File: config.mk
export PLATFORM = sky130hd
export DESIGN_NAME = dh_shared_key_modexp_flat
export DESIGN_NICKNAME = d
export VERILOG_FILES = /design/src/rtl/dh_shared_key_modexp_if.sv /design/src/rtl/dh_shared_key_modexp.sv /design/src/flat_wrapper.sv
export SDC_FILE = /design/constraint.sdc
export NUM_CORES = 1
export LEC_CHECK = 0
export CAP_MARGIN = 25
export CORE_MARGIN = 4
export CORE_UTILIZATION = 60
export CTS_CLUSTER_DIAMETER = 50
export DETAILED_ROUTE_END_ITERATION = 10
export DONT_BUFFER_PORTS = 1
export PLACE_DENSITY = 0.86
export SLEW_MARGIN = 5
export SYNTH_ARGS = -nofsm -noshare
export SYNTH_HDL_FRONTEND = slang
export SYNTH_SLANG_ARGS = --single-unit
File: constraint.sdc
create_clock -name clk -period 7.52 [get_ports clk]
set_clock_uncertainty 0.1 [all_clocks]
set_input_delay 1.128 -clock clk [delete_from_list [all_inputs] [get_ports clk]]
set_output_delay 1.128 -clock clk [all_outputs]
set_load 0.03 [all_outputs]
File: src/rtl/dh_shared_key_modexp_if.sv
// Start/done handshake and operand/result bundle for the DH shared-key engine.
// master = requester/key consumer, slave = the modexp engine.
interface dh_shared_key_modexp_if #(
    parameter int WIDTH     = 32,
    parameter int EXP_WIDTH = 32
);
    logic                 start;
    logic [WIDTH-1:0]     peer_public;
    logic [EXP_WIDTH-1:0] private_key;
    logic [WIDTH-1:0]     modulus;
    logic                 busy;
    logic                 done;
    logic [WIDTH-1:0]     shared_key;
    logic                 error;

    modport master (
        output start, peer_public, private_key, modulus,
        input  busy, done, shared_key, error
    );

    modport slave (
        input  start, peer_public, private_key, modulus,
        output busy, done, shared_key, error
    );
endinterface

File: src/rtl/dh_shared_key_modexp.sv
// Constant-time K = R^private mod p: right-to-left square-and-multiply built on
// two interleaved shift-add modular multipliers that share one scan of sq.
module dh_shared_key_modexp #(
    parameter int WIDTH     = 32,
    parameter int EXP_WIDTH = 32
) (
    input logic                    clk,
    input logic                    rst,
    dh_shared_key_modexp_if.slave  bus
);
    localparam int CW = (EXP_WIDTH > 1) ? $clog2(EXP_WIDTH) : 1;
    localparam int SW = (WIDTH > 1) ? $clog2(WIDTH) : 1;

    localparam logic [1:0] S_IDLE = 2'd0;
    localparam logic [1:0] S_MUL  = 2'd1;
    localparam logic [1:0] S_NEXT = 2'd2;
    localparam logic [1:0] S_FIN  = 2'd3;

    logic [1:0]           r_state;
    logic [WIDTH-1:0]     r_p;
    logic [WIDTH-1:0]     r_res;
    logic [WIDTH-1:0]     r_sq;
    logic [EXP_WIDTH-1:0] r_e;
    logic [CW-1:0]        r_bit;
    logic [SW-1:0]        r_step;
    logic [WIDTH-1:0]     r_acc1;
    logic [WIDTH-1:0]     r_acc2;
    logic                 r_bad;
    logic                 r_busy;
    logic                 r_done;
    logic                 r_err;
    logic [WIDTH-1:0]     r_key;

    logic                 w_invalid;
    logic                 w_scan;
    logic [WIDTH-1:0]     w_nxt1;
    logic [WIDTH-1:0]     w_nxt2;

    // One MSB-first step: acc = 2*acc mod p, then + mcand mod p when the scanned bit is set.
    function automatic logic [WIDTH-1:0] mm_step(
        input logic [WIDTH-1:0] acc,
        input logic [WIDTH-1:0] mcand,
        input logic [WIDTH-1:0] p,
        input logic             scan
    );
        logic [WIDTH:0] pe, dbl, red, add, sum;
        pe  = {1'b0, p};
        dbl = {acc, 1'b0};
        red = (dbl >= pe) ? dbl - pe : dbl;
        add = red + {1'b0, mcand};
        sum = (add >= pe) ? add - pe : add;
        return scan ? sum[WIDTH-1:0] : red[WIDTH-1:0];
    endfunction

    always_comb begin
        w_invalid = (bus.modulus < WIDTH'(2)) || (bus.peer_public >= bus.modulus);
        w_scan    = r_sq[r_step];
        w_nxt1    = mm_step(r_acc1, r_res, r_p, w_scan);
        w_nxt2    = mm_step(r_acc2, r_sq,  r_p, w_scan);
    end

    always_ff @(posedge clk) begin
        if (rst) begin
            r_state <= S_IDLE;
            r_p     <= '0;
            r_res   <= '0;
            r_sq    <= '0;
            r_e     <= '0;
            r_bit   <= '0;
            r_step  <= '0;
            r_acc1  <= '0;
            r_acc2  <= '0;
            r_bad   <= 1'b0;
            r_busy  <= 1'b0;
            r_done  <= 1'b0;
            r_err   <= 1'b0;
            r_key   <= '0;
        end else begin
            r_done <= 1'b0;
            case (r_state)
                S_IDLE: begin
                    if (bus.start) begin
                        r_p    <= bus.modulus;
                        r_sq   <= bus.peer_public;
                        r_e    <= bus.private_key;
                        r_res  <= WIDTH'(1);
                        r_bit  <= '0;
                        r_step <= SW'(WIDTH - 1);
                        r_acc1 <= '0;
                        r_acc2 <= '0;
                        r_err  <= 1'b0;
                        r_key  <= '0;
                        r_bad  <= w_invalid;
                        r_busy <= ~w_invalid;
                        r_state <= w_invalid ? S_FIN : S_MUL;
                    end
                end
                S_MUL: begin
                    r_acc1 <= w_nxt1;
                    r_acc2 <= w_nxt2;
                    if (r_step == '0) begin
                        r_state <= S_NEXT;
                    end else begin
                        r_step <= r_step - 1'b1;
                    end
                end
                S_NEXT: begin
                    // Product is always computed; only the commit depends on the exponent bit.
                    if (r_e[0]) begin
                        r_res <= r_acc1;
                    end
                    r_sq   <= r_acc2;
                    r_e    <= r_e >> 1;
                    r_bit  <= r_bit + 1'b1;
                    r_acc1 <= '0;
                    r_acc2 <= '0;
                    r_step <= SW'(WIDTH - 1);
                    r_state <= (r_bit == CW'(EXP_WIDTH - 1)) ? S_FIN : S_MUL;
                end
                S_FIN: begin
                    r_done  <= 1'b1;
                    r_busy  <= 1'b0;
                    r_err   <= r_bad;
                    r_key   <= r_bad ? '0 : r_res;
                    r_state <= S_IDLE;
                end
                default: r_state <= S_IDLE;
            endcase
        end
    end

    assign bus.busy       = r_busy;
    assign bus.done       = r_done;
    assign bus.error      = r_err;
    assign bus.shared_key = r_key;
endmodule

File: src/flat_wrapper.sv
// flat-port wrapper written by rule: the top's interface ports become plain ports
module dh_shared_key_modexp_flat 
#(
    parameter int WIDTH     = 32,
    parameter int EXP_WIDTH = 32
)
  (clk, rst, bus_start, bus_peer_public, bus_private_key, bus_modulus, bus_busy, bus_done, bus_shared_key, bus_error);
  dh_shared_key_modexp_if #(.WIDTH(WIDTH), .EXP_WIDTH(EXP_WIDTH)) bus_i ();
  input logic clk;
  input logic rst;
  input wire logic [$bits(bus_i.start)-1:0] bus_start;
  input wire logic [$bits(bus_i.peer_public)-1:0] bus_peer_public;
  input wire logic [$bits(bus_i.private_key)-1:0] bus_private_key;
  input wire logic [$bits(bus_i.modulus)-1:0] bus_modulus;
  output wire logic [$bits(bus_i.busy)-1:0] bus_busy;
  output wire logic [$bits(bus_i.done)-1:0] bus_done;
  output wire logic [$bits(bus_i.shared_key)-1:0] bus_shared_key;
  output wire logic [$bits(bus_i.error)-1:0] bus_error;
  assign bus_i.start = bus_start;
  assign bus_i.peer_public = bus_peer_public;
  assign bus_i.private_key = bus_private_key;
  assign bus_i.modulus = bus_modulus;
  assign bus_busy = bus_i.busy;
  assign bus_done = bus_i.done;
  assign bus_shared_key = bus_i.shared_key;
  assign bus_error = bus_i.error;
  dh_shared_key_modexp #(.WIDTH(WIDTH), .EXP_WIDTH(EXP_WIDTH)) u_core (.clk(clk), .rst(rst), .bus(bus_i));
endmodule
# Word level (Yosys, flattened, before mapping)
# Index checks and enable logic that the tools add are counted.
# op_classes
addsub	8
n_lt_le_gt_ge	7
eq_ne	8
muxes	35
bitwise	1
reduce_logical	13
# op_table
operator	count
32-bit 2-to-1 mux	10
32-bit case mux with 2 select lines	4
32-bit case mux with 3 select lines	2
33-bit by 32-bit greater-or-equal comparator with 1-bit output	4
33-bit by 32-bit adder with 33-bit output	2
33-bit 2-to-1 mux	2
33-bit by 32-bit subtractor with 33-bit output	2
32-bit subtractor	2
32-bit greater-or-equal comparator	1
32-bit by 2-bit < comparator with 1-bit output, second input constant	1
5-bit 2-to-1 mux	3
5-bit case mux with 3 select lines	1
5-bit case mux with 2 select lines	1
2-bit AND reduction	5
2-bit 2-to-1 mux	4
2-bit case mux with 4 select lines	1
5-bit by 6-bit < comparator with 1-bit output, second input constant	1
3-bit AND reduction	2
5-bit by 1-bit adder with 5-bit output, second input constant	1
1-bit binary-select mux with 5-bit select	1
5-bit equality test, second input constant	1
5-bit logical NOT	1
5-bit by 1-bit subtractor with 5-bit output, second input constant	1
2-bit equality test, second input constant	2
other kinds (10)	17
# word_totals
ff_bits	240
in_bits	99

# Logic depth before layout (Yosys ltp)
# Gate-level depths: netlist of the first run.
# logic_depth
word_depth	7
depth_mapped	38

# Least setup slack after synthesis of the first run
# OpenSTA, ideal clock, no wires.
# synth_timing
path_kind	reg-to-reg
startpoint	register u_core.r_p[1]
endpoint	register u_core.r_acc2[19]
setup_ps	122
t_arrival_ps	7482
required_time_ps	7298
setup_slack_ps	-183
stages_incl_launch_ff	36
period_less_slack_ps	7703
cell_sequence	dfxtp_1 inv_1 ha_1 nor2b_1 o21ai_0 a31oi_1 nand3b_1 nand3_1 a21oi_2 o21ai_1 buf_2 buf_2 a21oi_1 fa_1 a211oi_1 o21ai_0 a211o_1 o21ai_0 o21ai_0 o41ai_1 o21bai_1 a21oi_1 xnor2_1 ha_1 a21o_1 a21oi_1 o21bai_1 a21o_1 a21oi_1 nor2b_1 a211oi_1 nor3b_4 buf_6 mux2i_1 nor2_1 a221o_1
# synth_between
elab_chain_len	7
word_cells_on_any_way	9
cone_classes	add/sub: 3; order compare: 2; mux: 4
# synth_rtl
element	line_no	rtl
from (decl)	dh_shared_key_modexp.sv:20	logic [WIDTH-1:0] r_p;
from (signal assigned)	dh_shared_key_modexp.sv:83	r_p <= bus.modulus;
33-bit by 32-bit subtractor with 33-bit output or 33-bit by 32-bit greater-or-equal comparator with 1-bit output (tied branches)	dh_shared_key_modexp.sv:49	red = (dbl >= pe) ? dbl - pe : dbl;
33-bit 2-to-1 mux	dh_shared_key_modexp.sv:49	
33-bit by 32-bit adder with 33-bit output	dh_shared_key_modexp.sv:50	add = red + {1'b0, mcand};
32-bit subtractor or 33-bit by 32-bit greater-or-equal comparator with 1-bit output (tied branches)	dh_shared_key_modexp.sv:51	sum = (add >= pe) ? add - pe : add;
32-bit 2-to-1 mux	dh_shared_key_modexp.sv:51	
32-bit 2-to-1 mux *	dh_shared_key_modexp.sv:52	return scan ? sum[WIDTH-1:0] : red[WIDTH-1:0];
32-bit case mux with 3 select lines *	dh_shared_key_modexp.sv:80	case (r_state)
to (signal assigned)	dh_shared_key_modexp.sv:100	r_acc2 <= w_nxt2;
to (decl)	dh_shared_key_modexp.sv:27	logic [WIDTH-1:0] r_acc2;
# Mark *: on every way between the ends. The rest lies on a longest branch, timed or not.
# A chain may end at the register's enable or synchronous reset.

# Final worst setup path of the first run
# layout_timing
startpoint	register u_core.r_p[10]
endpoint	register u_core.r_acc1[12]
# layout_between
elab_chain_len	7
word_cells_on_any_way	9
cone_classes	add/sub: 3; order compare: 2; mux: 4
# layout_rtl
element	line_no	rtl
33-bit by 32-bit subtractor with 33-bit output or 33-bit by 32-bit greater-or-equal comparator with 1-bit output (tied branches)	dh_shared_key_modexp.sv:49	
33-bit 2-to-1 mux	dh_shared_key_modexp.sv:49	
33-bit by 32-bit adder with 33-bit output	dh_shared_key_modexp.sv:50	
32-bit subtractor or 33-bit by 32-bit greater-or-equal comparator with 1-bit output (tied branches)	dh_shared_key_modexp.sv:51	
32-bit 2-to-1 mux	dh_shared_key_modexp.sv:51	
32-bit 2-to-1 mux *	dh_shared_key_modexp.sv:52	
32-bit case mux with 3 select lines *	dh_shared_key_modexp.sv:80	
to (signal assigned)	dh_shared_key_modexp.sv:99	r_acc1 <= w_nxt1;
to (decl)	dh_shared_key_modexp.sv:26	logic [WIDTH-1:0] r_acc1;
# Marked as above.

==> key figures, run 1 <==
Logic synthesis
  • Ys Warns: 0
  • Number of flops mapped to enable cells by yosys: 0
  • Synthesized area: 21300 um^2
  • Top FF cell, synth: dfxtp_1
  • Syn Nets: 3169
  • Yosys reg bits: 240
  • Post-synthesis area per instance: 7.53 um^2
  • Count of cell types in the netlist: 86
  • Async SR Flop Fraction: 0
  • Post-synthesis sequential area ratio: 0.225
  • Synthesized instance count: 2836

Drt
  • Avg Vias per Cell: 6.74
  • Initial DRC Count: 3329
  • Length of routed wiring on met1: 32.1 mm
  • Antenna-violating nets left: 0
  • Drt drc: 0
  • TritonRoute pass-1 iters: 6
  • Vias post-DR: 24683
  • Drt total wl: 84.2 mm
  • DR top layer: met5
  • Met2 routed WL: 35.9 mm
  • WL/cell: 23.0 um
  • Met3 wire len: 10.8 mm

CTS
  • H-Tree Depth: 2
  • Clock latency on the worst-skew pair: 580 ps
  • Total CTS buffers: 37
  • Clk sink count: 240
  • Root Driver: clkbuf_16
  • Clock slew at reported path FFs: 60 ps
  • Clock tree from TritonCTS: built
  • Longest Clk Path Bufs: 3

Timing
  • Hold Fails Final Rpt: 0
  • Endpoints failing setup: 0
  • Fmax: 0.134 GHz
  • Slew headroom: 0.328
  • Hold WS: 355 ps
  • RSZ-0062 raised after global routing: yes
  • Final Critical Period: 7470 ps
  • Least-Margin Pin Slew: 1010 ps
  • Fin crit share: 0.993
  • Max-slew violations: 0

Place
  • HPWL after DPL: 60.9 mm
  • Placed cell count: 3552
  • Port bufs: 0
  • DP Area: 24500 um^2
  • GPL Wtd Cong: 1.04

Setup path
  • Crit Path Max Fanout: 18
  • Reg-to-Reg Start: u_core.r_p[10]
  • CP Launch Point: u_core.r_p[10]
  • Crit path to: u_core.r_acc1[12]
  • Register-to-Register Path Depth: 39
  • CP max-delay cell: o41a_1
  • WP data arrival: 7820 ps
  • Worst path max stage delay: 370 ps
  • CP required: 7880 ps
  • CP endpoint kind: flip-flop
  • Setup slack, reg-to-reg: 50 ps
  • RR Endpoint: u_core.r_acc1[12]
  • CP Launch Type: flip-flop
  • WS Path Type: reg2reg

Floorplanning
  • DIE AREA: 38700 um^2
  • Starting Density: 0.613
  • FP Rows: 68
  • I/O pin count: 134
  • Die X: 197 um
  • Die height: 197 um
  • Core area: 34800 um^2

Global route
  • Total congestion overflow: 0
  • Initial antenna violation count: 2
  • Number of global-route vias before repair: 23000
  • First-pass GRT wire length: 123 mm
  • Largest net degree at the start of global routing: 181
  • GRT Util Overall: 0.394

Status
  • Status: finished, final reports clean

Layout
  • Layout cells sized above 1: 0.234
  • Area growth, synth to finish: 27.9%
  • Filler Cells Inserted: 2342
  • Final Cell Area: 27300 um^2
  • Nets: 3509
  • Final std cells w/o fill: 3661

Flow run
  • Maxcap violations: 0

Min path
  • Worst Hold Class: reg2reg
-- through the flow --
| step | TNS, ps | util | setup WS [ps] |
|---|---|---|---|
| detailed placement | -8040 | 0.705 | -267 |
| CTS | 0 | 0.751 | 5.32 |
| floorplan | 0 | - | 86.4 |
| global route | -2410 | 0.785 | -157 |
| global placement | -2230 | 0.705 | -158 |
| finish | 0 | 0.785 | 54.3 |
-- flip-flops by register name, summed over array words and instances, names as in the netlist, 2 cells and up --
register               cells
u_core.r_acc1             32
u_core.r_acc2             32
u_core.r_state             2
u_core.r_e                32
u_core.r_bit               5
u_core.r_res              32
u_core.r_step              5
u_core.r_sq               32
u_core.r_p                32
u_core.bus.shared_key     32
-- critical path: cells and delay by family, from the launching register on --
family,cells,cell delay (ps)
buf+inv,9,1240
xor+xnor,1,140
compound gates,21,4290
simple gates,5,510
fa+ha+maj,3,750
flops,1,330
-- cell usage in the layout (no fill, tap or decap), types with 76 or more instances in the layout --
master	count
buf_4	412
nand2_1	359
nor2_1	273
a21oi_1	237
dfxtp_1	236
ha_1	201
nand3_1	111
a21o_1	109
o21ai_0	108
inv_1	104
xnor2_1	104
a22oi_1	76
-- metal layers --
layer	vias up	global-route usage
met5	-	0
met4	4	0.192
met3	414	0.102
met2	1780	0.607
met1	11433	0.515
li1	11052	-
-- cells by family after synthesis --
family,count (synthesis),share of synthesized area
AND/OR/NAND/NOR,962,0.200
AO/OA/AOI/OAI,929,0.289
buffers and inverters,254,0.0474
flip-flops,240,0.225
adder cells (fa/ha/maj),234,0.139
XOR/XNOR,166,0.0681
multiplexers,51,0.0309
-- Yosys cell counts (10+ instances only) --
| library cell | count | area, um^2 |
|---|---|---|
| o21ai_0 | 126 | 631 |
| ha_1 | 228 | 2850 |
| mux4_2 | 10 | 225 |
| a211oi_1 | 38 | 285 |
| o31ai_1 | 18 | 135 |
| xnor2_1 | 110 | 963 |
| xor2_1 | 56 | 490 |
| dfxtp_1 | 240 | 4800 |
| o21ai_1 | 25 | 125 |
| o21a_1 | 28 | 210 |
| and2_1 | 16 | 100 |
| a311oi_1 | 66 | 578 |
| nor3_1 | 38 | 190 |
| nand2b_1 | 20 | 125 |
| or3_1 | 10 | 62.6 |
| nand2_1 | 368 | 1380 |
| o21bai_1 | 19 | 143 |
| a211o_1 | 10 | 87.6 |
| mux2i_1 | 22 | 220 |
| buf_2 | 11 | 55.1 |
| a31oi_1 | 11 | 68.8 |
| nor2_1 | 285 | 1070 |
| inv_1 | 115 | 432 |
| nand3_1 | 115 | 576 |
| nor4_1 | 15 | 93.8 |
| mux2_2 | 18 | 203 |
| a22oi_1 | 77 | 578 |
| a21oi_1 | 281 | 1410 |
| clkbuf_1 | 113 | 424 |
| a21o_1 | 109 | 818 |
| and3_1 | 14 | 87.6 |
| nand4_1 | 23 | 144 |
| o211ai_1 | 22 | 165 |
| nor2b_1 | 19 | 119 |
-- repair_timing --
item / CTS / global route
gates cloned: 0 / 1
gates resized for setup: 48 / 200
hold buffers: 0 / 0
pin swaps: 13 / 88
setup buffers: 9 / 28
endpoints found under the setup margin: 60 / 64
-- how the worst min path moves through the flow --
stage	startpoint	to	cells past startpoint
finish	u_core.r_p[17]	u_core.r_p[17]	2
detailed placement	u_core.r_p[19]	u_core.r_p[19]	2
global placement	u_core.r_p[11]	u_core.r_p[11]	2
floorplan	u_core.r_p[10]	u_core.r_p[10]	2
CTS	u_core.r_p[19]	u_core.r_p[19]	2
global route	u_core.r_p[25]	u_core.r_p[25]	2
-- layout make-up --
type                       instances  area (um^2)  share of cell area
timing repair buffer             440         3560               0.130
tap                              455          569              0.0208
inverter                         115          434              0.0159
sequential                       240         4810               0.176
antenna                            1         2.50           0.0000916
clock buffer                      49         1050              0.0386
clock inverter                    19          259             0.00948
multi-input combinational       2342        16600               0.609
Power of run 1 is left out: the tool's default activity adds up to more than one toggle a clock period on the data nets, which glitch-free logic cannot reach.
==> run 2: changes to the inputs <==
--- a/config.mk
+++ b/config.mk
@@ -11,6 +11,7 @@
 export CTS_CLUSTER_DIAMETER = 50
 export DETAILED_ROUTE_END_ITERATION = 10
 export DONT_BUFFER_PORTS = 1
+export HOLD_SLACK_MARGIN = 0.15
 export PLACE_DENSITY = 0.86
 export SLEW_MARGIN = 5
 export SYNTH_ARGS = -nofsm -noshare
==> results of run 2 <==
Same layout as run 1: the final DEF is identical, and so are final timing and power.
Power of run 2 is left out for the same reason.
